===== src/rtl/decode_cycle.sv =====
// Decode stage: register file with write-first bypass, main/ALU control decode,
// immediate generation, and the ID/EX pipeline register with flush support.
module decode_cycle #(
    parameter int unsigned     XLEN      = 32,
    parameter int unsigned     REG_COUNT = 32,
    parameter logic [XLEN-1:0] RESET_PC  = '0
) (
    input  logic            clk,
    input  logic            rst,
    input  logic [31:0]     instr_d,
    input  logic [XLEN-1:0] pc_d,
    input  logic            flush_e,
    input  logic            reg_write_w,
    input  logic [4:0]      rd_w,
    input  logic [XLEN-1:0] result_w,
    output logic            reg_write_e,
    output logic [1:0]      result_src_e,
    output logic            mem_write_e,
    output logic            jump_e,
    output logic            branch_e,
    output logic [2:0]      alu_control_e,
    output logic            alu_src_e,
    output logic [XLEN-1:0] rd1_e,
    output logic [XLEN-1:0] rd2_e,
    output logic [XLEN-1:0] imm_ext_e,
    output logic [4:0]      rs1_e,
    output logic [4:0]      rs2_e,
    output logic [4:0]      rd_e,
    output logic [XLEN-1:0] pc_e,
    output logic [XLEN-1:0] pc_plus4_e
);

    localparam logic [6:0] OP_LW  = 7'b0000011;
    localparam logic [6:0] OP_SW  = 7'b0100011;
    localparam logic [6:0] OP_R   = 7'b0110011;
    localparam logic [6:0] OP_I   = 7'b0010011;
    localparam logic [6:0] OP_BEQ = 7'b1100011;
    localparam logic [6:0] OP_JAL = 7'b1101111;

    localparam logic [2:0] ALU_ADD = 3'b000;
    localparam logic [2:0] ALU_SUB = 3'b001;
    localparam logic [2:0] ALU_AND = 3'b010;
    localparam logic [2:0] ALU_OR  = 3'b011;
    localparam logic [2:0] ALU_SLT = 3'b101;

    logic [6:0] opcode;
    logic [2:0] funct3;
    logic       funct7b5;
    logic [4:0] rs1;
    logic [4:0] rs2;
    logic [4:0] rd;

    assign opcode   = instr_d[6:0];
    assign funct3   = instr_d[14:12];
    assign funct7b5 = instr_d[30];
    assign rs1      = instr_d[19:15];
    assign rs2      = instr_d[24:20];
    assign rd       = instr_d[11:7];

    logic [XLEN-1:0] regs [REG_COUNT];

    // x0 is never written, so it stays at its reset value of zero
    always_ff @(posedge clk or negedge rst) begin
        if (!rst) begin
            for (int i = 0; i < REG_COUNT; i++) begin
                regs[i] <= '0;
            end
        end else if (reg_write_w && (rd_w != 5'd0)) begin
            regs[rd_w] <= result_w;
        end
    end

    // Write-first bypass avoids needing a half-cycle register-file write
    logic [XLEN-1:0] rd1;
    logic [XLEN-1:0] rd2;

    always_comb begin
        rd1 = '0;
        rd2 = '0;
        if (rs1 != 5'd0) begin
            rd1 = (reg_write_w && (rd_w == rs1)) ? result_w : regs[rs1];
        end
        if (rs2 != 5'd0) begin
            rd2 = (reg_write_w && (rd_w == rs2)) ? result_w : regs[rs2];
        end
    end

    logic [XLEN-1:0] imm_i;
    logic [XLEN-1:0] imm_s;
    logic [XLEN-1:0] imm_b;
    logic [XLEN-1:0] imm_j;

    assign imm_i = {{(XLEN-12){instr_d[31]}}, instr_d[31:20]};
    assign imm_s = {{(XLEN-12){instr_d[31]}}, instr_d[31:25], instr_d[11:7]};
    assign imm_b = {{(XLEN-13){instr_d[31]}}, instr_d[31], instr_d[7],
                    instr_d[30:25], instr_d[11:8], 1'b0};
    assign imm_j = {{(XLEN-21){instr_d[31]}}, instr_d[31], instr_d[19:12],
                    instr_d[20], instr_d[30:21], 1'b0};

    logic            reg_write;
    logic [1:0]      result_src;
    logic            mem_write;
    logic            jump;
    logic            branch;
    logic            alu_src;
    logic [1:0]      alu_op;
    logic [2:0]      alu_control;
    logic [XLEN-1:0] imm_ext;

    // Main decode; unknown opcodes become a bubble but fields still pass through
    always_comb begin
        reg_write  = 1'b0;
        result_src = 2'b00;
        mem_write  = 1'b0;
        jump       = 1'b0;
        branch     = 1'b0;
        alu_src    = 1'b0;
        alu_op     = 2'b00;
        imm_ext    = imm_i;
        case (opcode)
            OP_LW: begin
                reg_write  = 1'b1;
                alu_src    = 1'b1;
                result_src = 2'b01;
            end
            OP_SW: begin
                mem_write = 1'b1;
                alu_src   = 1'b1;
                imm_ext   = imm_s;
            end
            OP_R: begin
                reg_write = 1'b1;
                alu_op    = 2'b10;
            end
            OP_I: begin
                reg_write = 1'b1;
                alu_src   = 1'b1;
                alu_op    = 2'b10;
            end
            OP_BEQ: begin
                branch  = 1'b1;
                alu_op  = 2'b01;
                imm_ext = imm_b;
            end
            OP_JAL: begin
                reg_write  = 1'b1;
                jump       = 1'b1;
                result_src = 2'b10;
                imm_ext    = imm_j;
            end
            default: ;
        endcase
    end

    always_comb begin
        alu_control = ALU_ADD;
        case (alu_op)
            2'b01: alu_control = ALU_SUB;
            2'b10: begin
                case (funct3)
                    3'b000:  alu_control = ((opcode == OP_R) && funct7b5) ? ALU_SUB : ALU_ADD;
                    3'b010:  alu_control = ALU_SLT;
                    3'b110:  alu_control = ALU_OR;
                    3'b111:  alu_control = ALU_AND;
                    default: alu_control = ALU_ADD;
                endcase
            end
            default: alu_control = ALU_ADD;
        endcase
    end

    // ID/EX register; a flush loads an all-zero bubble
    always_ff @(posedge clk or negedge rst) begin
        if (!rst) begin
            reg_write_e   <= 1'b0;
            result_src_e  <= 2'b00;
            mem_write_e   <= 1'b0;
            jump_e        <= 1'b0;
            branch_e      <= 1'b0;
            alu_control_e <= 3'b000;
            alu_src_e     <= 1'b0;
            rd1_e         <= '0;
            rd2_e         <= '0;
            imm_ext_e     <= '0;
            rs1_e         <= 5'd0;
            rs2_e         <= 5'd0;
            rd_e          <= 5'd0;
            pc_e          <= RESET_PC;
            pc_plus4_e    <= RESET_PC + XLEN'(4);
        end else if (flush_e) begin
            reg_write_e   <= 1'b0;
            result_src_e  <= 2'b00;
            mem_write_e   <= 1'b0;
            jump_e        <= 1'b0;
            branch_e      <= 1'b0;
            alu_control_e <= 3'b000;
            alu_src_e     <= 1'b0;
            rd1_e         <= '0;
            rd2_e         <= '0;
            imm_ext_e     <= '0;
            rs1_e         <= 5'd0;
            rs2_e         <= 5'd0;
            rd_e          <= 5'd0;
            pc_e          <= '0;
            pc_plus4_e    <= '0;
        end else begin
            reg_write_e   <= reg_write;
            result_src_e  <= result_src;
            mem_write_e   <= mem_write;
            jump_e        <= jump;
            branch_e      <= branch;
            alu_control_e <= alu_control;
            alu_src_e     <= alu_src;
            rd1_e         <= rd1;
            rd2_e         <= rd2;
            imm_ext_e     <= imm_ext;
            rs1_e         <= rs1;
            rs2_e         <= rs2;
            rd_e          <= rd;
            pc_e          <= pc_d;
            pc_plus4_e    <= pc_d + XLEN'(4);
        end
    end

endmodule


===== config.mk =====
export PLATFORM = sky130hd
export DESIGN_NAME = decode_cycle
export DESIGN_NICKNAME = d
export VERILOG_FILES = /design/src/rtl/decode_cycle.sv
export SDC_FILE = /design/constraint.sdc
export NUM_CORES = 2
export LEC_CHECK = 0
export CORE_MARGIN = 2
export CORE_UTILIZATION = 55
export DETAILED_ROUTE_END_ITERATION = 7
export PLACE_DENSITY = 0.77
export SKIP_CTS_REPAIR_TIMING = 1
export SLEW_MARGIN = 40
export SYNTH_ARGS = -nofsm -noshare
export SYNTH_HDL_FRONTEND = slang
export SYNTH_SLANG_ARGS = --single-unit

===== constraint.sdc =====
create_clock -name clk -period 1.75 [get_ports clk]
set_input_delay 0.525 -clock clk [delete_from_list [all_inputs] [get_ports clk]]
set_output_delay 0.525 -clock clk [all_outputs]
set_load 0.01 [all_outputs]

==> impl_metrics.tcl <==
set metrics [dict create \
    total_power_mw 82.59 \
    clock_sinks 1196 \
    synth_xor_area_frac 0.004477 \
    critPathArrivalTime_ns 1.45 \
    grt.overflow.total 0 \
    finalCriticalPeriod_ns 1.971 \
    p_per_area_mw_per_mm2 1081 \
    htree_levels 4 \
    synth.ff_latch_count 1196 \
    grt_pass1_vias 45140 \
    io_buffers 289 \
    status "finished, violations left" \
    leakagePower_nw 34.30 \
    drt-vias-per-instance 6.912 \
    peakVddDrop_mv 0.9259 \
    cap_viol_max_count 0 \
    clockBufferDepth 3 \
    worstMarginPinSlew_ns 0.5744 \
    critical_path_required_ns 1.22 \
    dp_hpwl_um 137100 \
    io_pins 290 \
    layout_common_cells "1,176 x dfrtp_1, 707 x mux2_2, 399 x mux4_2" \
    syn_nets 4278 \
    drc 0 \
    synth_cell_types 62 \
    fillers 6994 \
    die_w_um 336.1 \
    internal_power_mw 60.11 \
    cts_tree "done" \
    drive_above_1_share 0.5306 \
    synth_top_family_by_area "multiplexers" \
    synthSimpleGateAreaFrac 0.02826 \
    setup_violations 141 \
    die_height_um 336.1 \
    path_clk_slew_ns 0.06 \
    rows 121 \
    ys.flop_type "dfrtp_1" \
    start_util 0.5556 \
    worst_slack_ns -0.2213 \
    fmax_mhz 507.3 \
    synth_mux_area_frac 0.3815 \
    rsz0062_at_grt "yes" \
    synth_edf_count 0 \
    hp-class "input port to flip-flop" \
    p_sw_frac 0.2721 \
    yosysWarnings 0 \
    seq_power_share 0.442 \
    critPathLaunchType "flip-flop" \
    clk_latency_ns 0.76 \
    async_reset_ff_frac 1.000 \
    p_sw_mw 22.47 \
    r2r_cells 4 \
    pwr-share-comb 0.209 \
    drt-initial-drc-count 5050 \
    vias 43670 \
    synth.cell_area_mm2 0.06065 \
    routed_wl_um 209200 \
    ys_seq_area_frac 0.4935 \
    finalClockSkew_ns 0.03266 \
    worstPathMaxFanout 5 \
    grt_max_degree 89 \
    place_area_mm2 0.07199 \
    maxSlewViolCount 0 \
    finalInstanceArea_mm2 0.07642 \
    grt_use_total 0.3705 \
    hold_depth 3 \
    synthCells 4170 \
    dr.pass1.iters 7 \
    mostFrequentLayoutCell "dfrtp_1" \
    wire_per_inst_um 33.10 \
    core_area_mm2 0.1092 \
    critical_path_class "flip-flop to primary output" \
    gp_congestion 0.9166 \
    dieArea_mm2 0.1129 \
    ant_nets 0 \
    cts_buffers 133 \
    finalCritPeriodShare 1.126 \
    clkPwrFrac 0.348 \
    synth_compound_area_frac 0.05544 \
    synth_fa_ha_area_frac 0.0006189 \
    violations "negative setup slack" \
    syn_avg_cell_area_um2 14.54 \
    nets 4850 \
    grt_pass1_wl_um 304300 \
    max_slew_margin 0.6171 \
    antenna_found_initial 3 \
    end_kind "primary output" \
    area_delta_synth_final_pct 26.02 \
    hold_violations 0 \
    clock-root-buffer "clkbuf_16" \
]
[final cells by class]
| type | count | area, um^2 | share of cell area |
|---|---|---|---|
| Multi-Input combinational cell | 2510 | 30250 | 0.3958 |
| Sequential cell | 1196 | 29950 | 0.3919 |
| Timing Repair Buffer | 893 | 9887 | 0.1294 |
| Clock buffer | 193 | 3867 | 0.05060 |
| Tap cell | 1476 | 1847 | 0.02416 |
| Clock inverter | 40 | 584.3 | 0.007646 |
| Inverter | 8 | 32.53 | 0.0004257 |
| Antenna cell | 3 | 7.507 | 0.00009823 |
[routing by layer]
metal	share of wire	vias up	GRT usage
met3	0.12	813	0.1077
li1	-	17110	-
met4	0.067	4	0.2069
met2	0.45	2913	0.5601
met5	0.000091	-	0
met1	0.36	22830	0.4834
[stage by stage]
step / setup WS, ns / instances / util / setup TNS (ns) / hold WS (ns)
2_1_floorplan: -0.2923 / 4170 / - / -79.18 / 0.2294
3_3_place_gp: -1.043 / 6058 / 0.6595 / -905.73 / 0.3768
3_5_place_dp: -1.016 / 6058 / 0.6595 / -915.14 / 0.3833
4_1_cts: -0.6997 / 6291 / 0.7003 / -170.90 / -0.3777
5_1_grt: -0.2517 / 6316 / 0.7001 / -13.36 / 0.2570
6_report: -0.2213 / 6319 / 0.7001 / -8.715 / 0.2696
[cell usage after synthesis (56+ instances only)]
cell | n | area share
nand2_1 | 62 | 0.0038
buf_2 | 116 | 0.0096
mux4_2 | 399 | 0.15
mux2i_1 | 229 | 0.038
nor2_1 | 117 | 0.0072
nor2b_1 | 56 | 0.0058
mux2_2 | 1053 | 0.20
clkbuf_1 | 209 | 0.013
buf_4 | 60 | 0.0074
buf_1 | 60 | 0.0037
dfrtp_1 | 1195 | 0.49
a22oi_1 | 130 | 0.016
[logic make-up after synthesis]
kind of cell / Yosys count
mux: 1681
flops: 1196
buf+inv: 464
compound gates: 450
simple gates: 345
xor+xnor: 31
fa+ha+maj: 3
[critical path: stages (launching register included)]
cell and delay, ns:
dfrtp_2 0.43, buf_6 0.14, clkbuf_2 0.13
[worst paths after layout]
kind	to	slack (ns)	from
max	imm_ext_e[29]	-0.22	imm_ext_e[30]
min	jump_e	0.27	flush_e
max reg2reg	rd1_e[22]	0.02	regs[406]
min reg2reg	regs[1001]	0.39	regs[1001]
max in group asynchronous	regs[841]	0.60	rst
min in group asynchronous	regs[574]	0.29	rst
[state kept, by name, summed over array words and instances, names as in the netlist]
name and flops:
mem_write_e 1, rs1_e 5, rs2_e 5, rd2_e 32, reg_write_e 1, pc_e 30, alu_src_e 1, jump_e 1
regs 1024, imm_ext_e 21, rd_e 5, pc_plus4_e 32, branch_e 1, result_src_e 2, alu_control_e 3, rd1_e 32
[power by group through the flow]
stage | clock network [mW] | registers, mW | logic (mW)
after floorplan | 0 | 35.2 | 11.8
after global placement | 0 | 36.2 | 16.5
after detailed placement | 0 | 36.6 | 17.1
after CTS | 29.0 | 36.2 | 17.2
after global routing | 30.1 | 36.9 | 18.3
final | 28.8 | 36.5 | 17.3
Note: power is estimated with default switching activity, not from simulation.
